[src/rtl/parsing_bank_sched.sv]
// parsing_bank_sched: 16-bank load/read sequencer with zero-pad rows; define PARSING_SCHED_RELOAD_SKIP_EN to allow re-read from IDLE
module parsing_bank_sched #(
  parameter int NUM_BANK = 16,
  parameter int DEPTH    = 128,
  parameter int ADDR_W   = 9,
  parameter int DATA_W   = 128,
  parameter int PAD      = 1
) (
  input  logic                clk,
  input  logic                rst,
  input  logic                i_start,
  input  logic                i_run,
  input  logic                i_wr_valid,
  input  logic [DATA_W-1:0]   i_wr_data,
  output logic                o_wr_ready,
  output logic [NUM_BANK-1:0] o_ena,
  output logic [NUM_BANK-1:0] o_wea,
  output logic [ADDR_W-1:0]   o_addra,
  output logic [DATA_W-1:0]   o_dia,
  output logic [NUM_BANK-1:0] o_enb,
  output logic [ADDR_W-1:0]   o_addrb,
  output logic                o_rd_valid,
  output logic                o_pad,
  output logic                o_load_done,
  output logic                o_done,
  output logic                o_busy
);
  localparam int ROWS = DEPTH + 2 * PAD;
  localparam int RW   = $clog2(ROWS + 1);
  localparam int BW   = $clog2(NUM_BANK);
`ifdef PARSING_SCHED_RELOAD_SKIP_EN
  localparam logic SKIP = 1'b1;
`else
  localparam logic SKIP = 1'b0;
`endif
  typedef enum logic [2:0] {IDLE, LOAD, READY, READ, DONE} state_t;
  state_t state, state_nx;
  logic [BW-1:0] bank;
  logic [ADDR_W-1:0] addr;
  logic [RW-1:0] row;
  logic wr_acc, last_wr, last_addr, step, last_row, pad_row;
  always_comb begin
    wr_acc     = state == LOAD && i_wr_valid;
    last_addr  = addr == ADDR_W'(DEPTH - 1);
    last_wr    = last_addr && bank == BW'(NUM_BANK - 1);
    step       = state == READ && i_run;
    last_row   = row == RW'(ROWS - 1);
    pad_row    = row < RW'(PAD) || row >= RW'(PAD + DEPTH);
    state_nx   = state == IDLE  ? (i_start ? LOAD : (SKIP && i_run) ? READ : IDLE) :
                 state == LOAD  ? ((wr_acc && last_wr) ? READY : LOAD) :
                 state == READY ? (i_run ? READ : READY) :
                 state == READ  ? ((step && last_row) ? DONE : READ) : IDLE;
    o_wr_ready = state == LOAD;
    o_enb      = {NUM_BANK{step && !pad_row}};
    o_addrb    = (step && !pad_row) ? ADDR_W'(row - RW'(PAD)) : '0;
    o_done     = state == DONE;
    o_busy     = state != IDLE;
  end
  always_ff @(posedge clk) begin
    if (rst) begin
      state       <= IDLE;
      bank        <= '0;
      addr        <= '0;
      row         <= '0;
      o_ena       <= '0;
      o_wea       <= '0;
      o_addra     <= '0;
      o_dia       <= '0;
      o_rd_valid  <= 1'b0;
      o_pad       <= 1'b0;
      o_load_done <= 1'b0;
    end else begin
      state       <= state_nx;
      o_ena       <= wr_acc ? NUM_BANK'(1) << bank : '0;
      o_wea       <= wr_acc ? NUM_BANK'(1) << bank : '0;
      o_load_done <= wr_acc && last_wr;
      o_rd_valid  <= step;
      o_pad       <= step && pad_row;
      if (wr_acc) begin
        o_addra <= addr;
        o_dia   <= i_wr_data;
        addr    <= last_addr ? '0 : addr + 1'b1;
        bank    <= last_addr ? bank + 1'b1 : bank;
      end
      if (state == IDLE) begin
        bank <= '0;
        addr <= '0;
        row  <= '0;
      end else if (step) begin
        row <= last_row ? '0 : row + 1'b1;
      end
    end
  end
endmodule

[config.mk]
export PLATFORM = sky130hd
export DESIGN_NAME = parsing_bank_sched
export DESIGN_NICKNAME = d
export VERILOG_FILES = /design/src/rtl/parsing_bank_sched.sv
export SDC_FILE = /design/constraint.sdc
export NUM_CORES = 1
export LEC_CHECK = 0
export CORE_MARGIN = 1.5
export CORE_UTILIZATION = 41
export DETAILED_ROUTE_END_ITERATION = 10
export HOLD_SLACK_MARGIN = 0.1
export PLACE_DENSITY = 0.85
export SLEW_MARGIN = 25
export SYNTH_ARGS = -nofsm -noshare
export SYNTH_HDL_FRONTEND = slang
export SYNTH_SLANG_ARGS = --single-unit
[constraint.sdc]
create_clock -name clk -period 2.8 [get_ports clk]
set_input_delay 0.28 -clock clk [delete_from_list [all_inputs] [get_ports clk]]
set_output_delay 0.28 -clock clk [all_outputs]
set_load 0.02 [all_outputs]
== After elaboration in Yosys (flattened, before gate mapping) ==
Cells that the tools add are included.
W data, S select, Z words.
Cells by class
  add/subtract/negate cells: 4
  $mul: 0
  div/mod/pow operators: 0
  $lt $le $gt $ge: 2
  eq/ne operators: 7
  shift operators: 1
  mux-type cells: 11
  bitwise logic cells: 1
  reduce and logical (&&, ||, !) cells: 14
Operators by type and width (number)
  $mux W9: 2
  $shl A1 B4 Y16 const A: 1
  $mux W3: 5
  $add A9 B1 Y9 const B: 1
  $eq A9 B7 Y1 const B: 1
  $sub A8 B1 Y9 const B: 1
  $add A8 B1 Y8 const B: 1
  $eq A8 B8 Y1 const B: 1
  $ge A8 B8 Y1 const B: 1
  $lt A8 B1 Y1 const B: 1
  $mux W8: 1
  $logic_and A1 B1 Y1: 7
  $eq A3 B2 Y1 const B: 2
  $add A4 B1 Y4 const B: 1
  $eq A4 B4 Y1 const B: 1
  $reduce_or A2 Y1: 2
  $eq A3 B1 Y1 const B: 1
  $eq A3 B3 Y1 const B: 1
  $logic_not A3 Y1: 1
  $reduce_bool A3 Y1: 1
  $mux W1: 2
  $mux W2: 1
  $reduce_and A2 Y1: 1
  $logic_not A1 Y1: 1
  other kinds (2): 2
Storage, ports and cells
  bits in registers: 180
  latch bits: 0
  bits in writable memories: 0
  ROM bits: 0
  input bits: 133
  logic and storage cells: 50
  memories: 0

== Logic depth before layout (Yosys ltp) ==
  depth after elaboration: 8
  depth in mapped cells: 7

== Least setup slack after synthesis ==
No wires, ideal clock.
  path type: flip-flop to output port
  start point: register row[4]
  end point: output port o_enb[10]
  data arrival time: 2.083 ns
  required time: 2.520 ns
  slack: 0.437 ns
  cell stages (with the launch flop): 7
  path buffers: 2
  path through: dfxtp_1 > buf_2 > or4_1 > nor4b_2 > o21ai_2 > inv_1 > buf_4
On the way
  cells in the longest elaborated chain, start to end: 4
  elaborated cells between the ends (all ways): 5
  classes of those cells: 2 x order compare; 3 x reduce/logical
Ends and longest elaborated chain
  start, declared: line 40  | logic [RW-1:0] row;
  start signal, assigned: line 90  | row <= last_row ? '0 : row + 1'b1;
  $lt A8 B1 Y1 / $ge A8 B8 Y1 (equally long branches): line 48  | pad_row = row < RW'(PAD) || row >= RW'(PAD + DEPTH);
  $logic_or A1 B1 Y1 *: line 48
  $logic_not A1 Y1 *: line 54  | o_enb = {NUM_BANK{step && !pad_row}};
  $logic_and A1 B1 Y1 *: line 54
  end, declared: line 20  | output logic [NUM_BANK-1:0] o_enb,
Every way passes the cells marked *; elsewhere a longest branch is shown, timed or not.

== Worst setup path after layout ==
  start point: register row[5]
  end point: output port o_enb[0]
The elaborated chain is that of the path after synthesis.

==> results.toml <==
[sta]
period_needed_ps = 2680
slew_viol_final = 0
fin_setup_tns_ps = 0
fin_crit_sh = 0.958
setup_violations = 0
final_hold_viol_count = 0
tightest_slew_ps = 834
fmax_ghz = 0.373
finalClockSkew_ps = 10.6
rsz0062_at_grt = "true"
relSlewSlack = 0.444

[global_route]
grt_max_degree = 111
grt_overflow = 0
antenna_found_initial = 0
grt_pass1_vias = 6175
gr-usage-all-layers = 0.218
grt_pass1_wl_um = 30900

[routing]
post-route-drc-count = 0
final_antenna_net_count = 0
wl_um = 19700
drtPass1Iterations = 5
via_per_inst = 4.84
drtIter0Drc = 449
wl_per_cell_um = 14.6
vias = 6539

[power]
static-leakage-power_uw = 0.00384
comb_power_share = 0.118
p_per_area_nw_per_um2 = 537
totalPowerFinal_uw = 5710
clock_power_share = 0.413
p_int_uw = 4320
p_seq_frac = 0.469
irDropWorstVdd_v = 0.000390
netSwitchingPower_uw = 1390
power_switching_share = 0.243

[critical_path]
worstPathRequired_ps = 2520
end_kind = "output port"
rrSetupSlack_ps = 750
critPathLaunchType = "flop"
worstSetupPathType = "reg2out"
arrival_ps = 2400
path_max_fanout = 16

[cts]
cts-resized-gates = 25
clock_latency_ps = 420
post_cts_buffers = 0
clk_path_buf_depth = 2
cts_tree = "done"
root_buffer = "clkbuf_16"
cts.clk_slew.worst_paths_ps = 70
ctsHoldBuffers = 0
cts-buffers-inserted = 17
clock_sinks = 180
htreeDepth = 4

[layout]
fin_cells = 1350
final_net_count = 1265
fin_area_um2 = 10600
syn_to_final_growth_pct = 55.9
diodes = 0
final_util = 0.661
drive_above_1_share = 0.0441

[placed_design]
place_area_um2 = 10100
place.gp.congestion = 0.845
dpl.cell_count = 1319
dp_hpwl_um = 13900
port_buffers = 332

[die]
die_h_um = 132
core_area_um2 = 16100
fp-row-count = 46
die_area_um2 = 17400
initial_core_util = 0.424
die_w_um = 132
ios = 333

[synthesis]
syn_inst = 849
synth-async-reset-ratio = 0
synth_edf_count = 0
synth_top_family_by_area = "simple AND/OR/NAND/NOR gates"
ys_seq_area_frac = 0.529
synth_top_cell_area_share = 0.529
synthTopCellsByArea = "dfxtp_1 (53%), nand2_1 (16%), a21oi_1 (11%)"
synthMuxAreaShare = 0.00165
synth_common_cells = "nand2_1 (297), dfxtp_1 (180), a21oi_1 (144), nor2_1 (42), clkbuf_1 (36)"
ys_seq_elements = 180
synth-simple-area-share = 0.240
yosysTopAreaCell = "dfxtp_1"
synth_xor_area_frac = 0.0244
syn_nets = 992
synthAdderAreaFrac = 0.0184
syn_area_um2 = 6810
avgSynthCellArea_um2 = 8.02
ys_warn_count = 0
synth-main-ff-cell = "dfxtp_1"
synthMostInstantiatedCell = "nand2_1"
synth_cell_types = 38
synth_compound_area_frac = 0.112

[job]
cap_viol_max_count = 0

[outcome]
status = "finished clean"

[min_path]
hold_class = "in2reg"
## cells by family (layout without fill, tap and decap cells)
group,after synthesis,count (layout)
mux,1,1
compound gates,151,151
flops,180,180
xor+xnor,19,19
simple gates,391,391
fa+ha+maj,10,10
buf+inv,97,382
## flip-flops by register name (all words and copies together), names as in the netlist, 3 cells and up
signal / flops
o_wea: 16
state: 3
addr: 9
o_addra: 9
bank: 4
o_dia: 128
row: 8
## layout make-up
type,instances,area (µm²)
fillers,1297,5440
flip-flops and latches,180,3600
repair buffers,343,3410
multi-input cells,572,2720
clock buffers,18,429
well taps,216,270
clock inverters,13,148
inverters,8,32.5
## power groups by stage
stage / combinational, µW / sequential (µW) / clock (µW)
2_1_floorplan: 186 / 2830 / 0
3_3_place_gp: 666 / 2730 / 0
3_5_place_dp: 671 / 2740 / 0
4_1_cts: 678 / 2680 / 2390
5_1_grt: 722 / 2690 / 2510
6_report: 674 / 2680 / 2360
## worst max-delay path: stages (launching register included)
cell and delay [ps]:
dfxtp_1 380, or4_1 580, nor4b_4 330, o21ai_2 190, inv_4 160, dlygate4sd2_1 360
## metal layers
metal,vias up,track usage,wire length (µm)
met2,231,0.394,9910
met4,0,0.0710,405
li1,3255,-,-
met3,24,0.0604,1310
met1,3029,0.248,8030
met5,-,0,0
## cell usage in the layout, fill, tap and decap left out, drive strengths merged, types with 3 or more instances in the layout
cell and count:
a21oi 144, dlygate4sd2 21, dfxtp 180, clkinv 3, xor2 6, nor2 42
and3 4, buf 12, nand4 6, nand2 297, clkbuf 18, o21ai 5
nor4 6, clkdlybuf4s50 308, inv 14, xnor2 13, ha 10, nor3 12
nand3 4, nand2b 4, nor3b 3
## path summary, 6_finish.rpt
kind | startpoint | to | cells past startpoint
min reg2reg | o_dia[78] | o_dia[78] | 2
max reg2reg | state[1] | addr[5] | 5
min | rst | o_load_done | 2
max | row[5] | o_enb[0] | 5
## through the flow
step,worst slack (ps),hold slack [ps]
3_3_place_gp,147,440
6_report,117,284
3_5_place_dp,21.6,446
5_1_grt,-2.63,301
4_1_cts,54.9,272
2_1_floorplan,437,416
Power figures use the tool's default switching activity.
==> patch 1: new RTL, config.mk and constraints unchanged <==
Build with the macro `PARSING_SCHED_RELOAD_SKIP_EN` defined.
--- a/src/rtl/parsing_bank_sched.sv
+++ b/src/rtl/parsing_bank_sched.sv
@@ -1,3 +1,5 @@
 // parsing_bank_sched: 16-bank load/read sequencer with zero-pad rows; define PARSING_SCHED_RELOAD_SKIP_EN to allow re-read from IDLE
+`define PARSING_SCHED_RELOAD_SKIP_EN
+
 module parsing_bank_sched #(
   parameter int NUM_BANK = 16,
Behaviour: not the same (a bounded check fails within 4 cycles, from zero or initial values and one cycle with rst high).
==> patch 1 against the unedited design <==
- clock skew is 3.4 ps lower
- total power is 18% higher
- worst setup slack worse by 18 ps
- die area is 0.43% lower
- sequential cell count stayed put
- area after synthesis is 0.44% lower
- count of clock-buffer cells in the layout is 1 higher
- non-clock buffer count is 4 higher
- routed wire length is 3.6% higher
- cell area hardly changed
- largest cell class unchanged
- largest power group unchanged
- highest routed layer unchanged
==> patch 1: results (changes against the unedited design) <==
- Post-synthesis sequential area ratio: 53.1% (+0.23 points)
- Status: finished, final reports clean
- Top Registers: o_dia (128), o_wea (16)
- Nets@finish: 1,269 (+0.32%)
- Cell Area, Placed: 0.0101 mm2 (about the same)
- Overall Global Routing Usage: 23.2% (+1.4 points)
- Most used standard cells in the synthesized netlist: nand2_1 (296), dfxtp_1 (180), a21oi_1 (144)
- First-pass GRT wire length: 32,500 um (+5.1%)
- Dominant cells by area after synthesis: dfxtp_1 (53%), nand2_1 (16%), a21oi_1 (11%), buf_4 (3.5%), clkbuf_1 (2.8%)
- Core area: 0.0160 mm2 (-0.36%)
- DR iter-0 viols: 292 (-35%)
- Non-Clock Buffer Area Fraction: 31.5% (-0.65 points)
- Leak pwr: 0.00386 uW (+0.50%)
- Fillers: 1,352 (+4.2%)
- HPWL after DPL: 14,600 um (+5.2%)
- Critical Path AT: 2420 ps (+20 ps)
- Post-place setup slack: -38.1 ps (-59.7 ps)
- Crit Path Max Fanout: 4 (-12)
- Vias in the first global route: 6,377 (+3.3%)
- Die ar.: 0.0173 mm2 (-0.43%)
- Fraction of area in multi-input gates: 25.7% (+0.042 points)
- Worst Tran Pin Value: 586 ps (-248 ps)
- Placer congestion estimate: 0.845 (unchanged)
- Clkbuf count: 19 (+1)
- Vias: 6,535 (-0.061%)
- Cell variety after synth: 37 (-2.6%)
- Worst vdd ir: 0.000386 V (-0.80%)
- Largest net degree at the start of global routing: 98 (-12%)
- Crit-path max cell delay: 440 ps (-140 ps)
- Layout cell share with drive strength beyond 1: 6.58% (+2.2 points)
- Layout clock area frac: 6.01% (+0.58 points)
- Routed len/inst: 15.0 um (+3.2%)
- Fin Clk Skew: 7.24 ps (-3.37 ps)
- Min-Delay Path Class: input pin to register
- Critical-path top delay cell: or3b_4
- Number of non-clock buffers: 347 (+1.2%)
- Worst-Skew Late Latency: 420 ps (about the same)
## patch 1: logic make-up (layout without fill, tap and decap cells)
kind of cell	Yosys count	in the layout	synth area share, %
compound gates	151	151	11.3
xor+xnor	21	21	2.71
fa+ha+maj	10	10	1.84
buf+inv	97	387	7.19
flops	180	180	53.1
mux	1	1	0.148
simple gates	389	389	23.7
## patch 1: stage by stage
stage	hold slack, ps	instances	utilization, %
5_1_grt	353	1355	66.3
3_5_place_dp	446	1323	62.9
4_1_cts	315	1355	66.8
3_3_place_gp	440	1323	62.9
2_1_floorplan	416	849	-
6_report	319	1355	66.3
## patch 1: routing by layer
layer  vias to the layer above  global-route usage, %  wire (um)  share of wire (%)
met1                      3010                   25.2       7900                 39
met5                         -                      0          0                  0
li1                       3261                      -          -                  -
met3                        29                   8.72       1770                8.7
met2                       235                   41.5      10400                 51
met4                         0                   7.59        351                1.7
## patch 1: what timing repair did
item,CTS,global route
cloned,0,0
endpoints found under the setup margin,25,24
hold buffers,0,0
gates resized for setup,30,43
## patch 1: power by group
part / internal, uW / leakage, uW / switching (uW)
combinational: 613 / 0.00210 / 732
sequential: 2740 / 0.00146 / 98.6
clock: 1530 / 0.000301 / 1040
## patch 1: worst paths after layout
path	from	to	slack, ps	depth (start not counted)
worst max-delay path	row[1]$_SDFFE_PP0P_	o_addrb[7]	100	6
worst min-delay path	rst	o_load_done$_SDFF_PP0_	320	2
worst max register to register	state[0]$_SDFF_PP0_	state[1]$_SDFF_PP0_	870	4
worst min register to register	o_dia[94]$_SDFFE_PP0P_	o_dia[94]$_SDFFE_PP0P_	450	2
==> patch 2: new RTL, config.mk and constraints unchanged <==
Without the edit above. The 5 states of `state_t` get a one-hot encoding in 5 bits.
--- a/src/rtl/parsing_bank_sched.sv
+++ b/src/rtl/parsing_bank_sched.sv
@@ -34,5 +34,5 @@
   localparam logic SKIP = 1'b0;
 `endif
-  typedef enum logic [2:0] {IDLE, LOAD, READY, READ, DONE} state_t;
+  typedef enum logic [4:0] {IDLE = 5'b00001, LOAD = 5'b00010, READY = 5'b00100, READ = 5'b01000, DONE = 5'b10000} state_t;
   state_t state, state_nx;
   logic [BW-1:0] bank;
Function: no difference found for any inputs over 4 cycles, from zero or initial values and one cycle with rst high; so few cycles prove little.
==> patch 2 against the unedited design <==
- hold slack better by 110 ps
- highest routed layer unchanged
- area after synthesis grew 2.6%
- cell area is 1.8% higher
- register-to-register slack lost 230 ps
- clock power shrank 8%
- largest cell class unchanged
- sequential cell count grew 2
- synthesized cell count grew 1.5%
- worst setup slack better by 63 ps
- global-route usage increased by 0.60 points
- total power down 9.2%
- routed wire length increased by 3.8%
==> patch 2: results (changes against the unedited design) <==
- Vias in the first global route: 6,256 (+1.3%)
- Critical-path top delay cell: dfxtp_1
- Setup crit end: o_enb[8]
- Area Growth Syn to Fin: 54.7%
- Cell variety after synth: 43 (+13%)
- Crit-path max cell delay: 420 ps (-160 ps)
- Global Route met3 Usage: 7.42% (+1.4 points)
- Status: finished, final reports clean
- Non-clk invs: 9 (+1)
- Dominant cells by area after synthesis: dfxtp_1 (52%), nand2_1 (15%), a21oi_1 (10%), buf_4 (3.3%), clkbuf_1 (2.3%)
- Post-synthesis sequential area ratio: 52.1% (-0.75 points)
- Hold_ws: 393 ps (+109 ps)
- Synth Cell Area: 0.00699 mm2 (+2.6%)
- Clock Power Share: 42.0% (+0.7 points)
- Hold path start: i_wr_data[116]
- Largest net degree at the start of global routing: 114 (+2.7%)
- Wire length on met2: 10,100 um (+2.2%)
- Met2 Track Usage GR: 38.0% (-1.4 points)
- Mapped Nets: 1,005 (+1.3%)
- Adder-Cell Fraction of Synth Area: 1.79% (-0.046 points)
- FF-to-FF Start: state[2]$_SDFF_PP0_
- DR WL met3: 1490 um (+14%)
- Worst min-delay path endpoint: o_dia[116]$_SDFFE_PP0P_
- Vias per cell: 4.87 (+0.52%)
- CP startpoint: row[3]$_SDFFE_PP0P_
- Routed len/inst: 14.9 um (+2.0%)
- Overall Global Routing Usage: 22.4% (+0.60 points)
- Fin Clk Skew: 7.65 ps (-2.95 ps)
- Number of non-clock buffers: 348 (+1.5%)
- Most used standard cells in the synthesized netlist: nand2_1 (287), dfxtp_1 (182), a21oi_1 (143)
- DR iter-0 viols: 298 (-34%)
- Storage cell area: 0.00364 mm2 (+1.1%)
- Worst vdd ir: 0.000393 V (+0.95%)
- Global Route met1 Usage: 25.7% (+0.89 points)
patch 2: cell count changes after synthesis, sizes merged, moves of 4 or more:
cell    change
nor2       -13
nand2      -10
and3        +9
buf         -6
clkbuf      +6
and2        +5
xnor2       +4
patch 2: repair_timing:
item	4_1_cts	5_1_grt
gates resized for setup	20	7
hold endpoints to repair	0	0
setup endpoints to repair	23	6
patch 2: worst max-delay path, delay by kind of cell, from the launching register on:
family	cells	cell delay, ps
AO/OA/AOI/OAI	1	310
flip-flops	1	420
AND/OR/NAND/NOR	3	620
buffers and inverters	2	560
patch 2: through the flow:
step           utilization (%)  power [uW]  cells  worst slack (ps)
2_1_floorplan                -        2800    862               224
3_3_place_gp              61.7        3060   1341               339
3_5_place_dp              61.7        3060   1341               235
4_1_cts                   64.8        5220   1373              2.25
5_1_grt                   65.0        5360   1373              39.5
6_report                  65.0        5180   1373               180
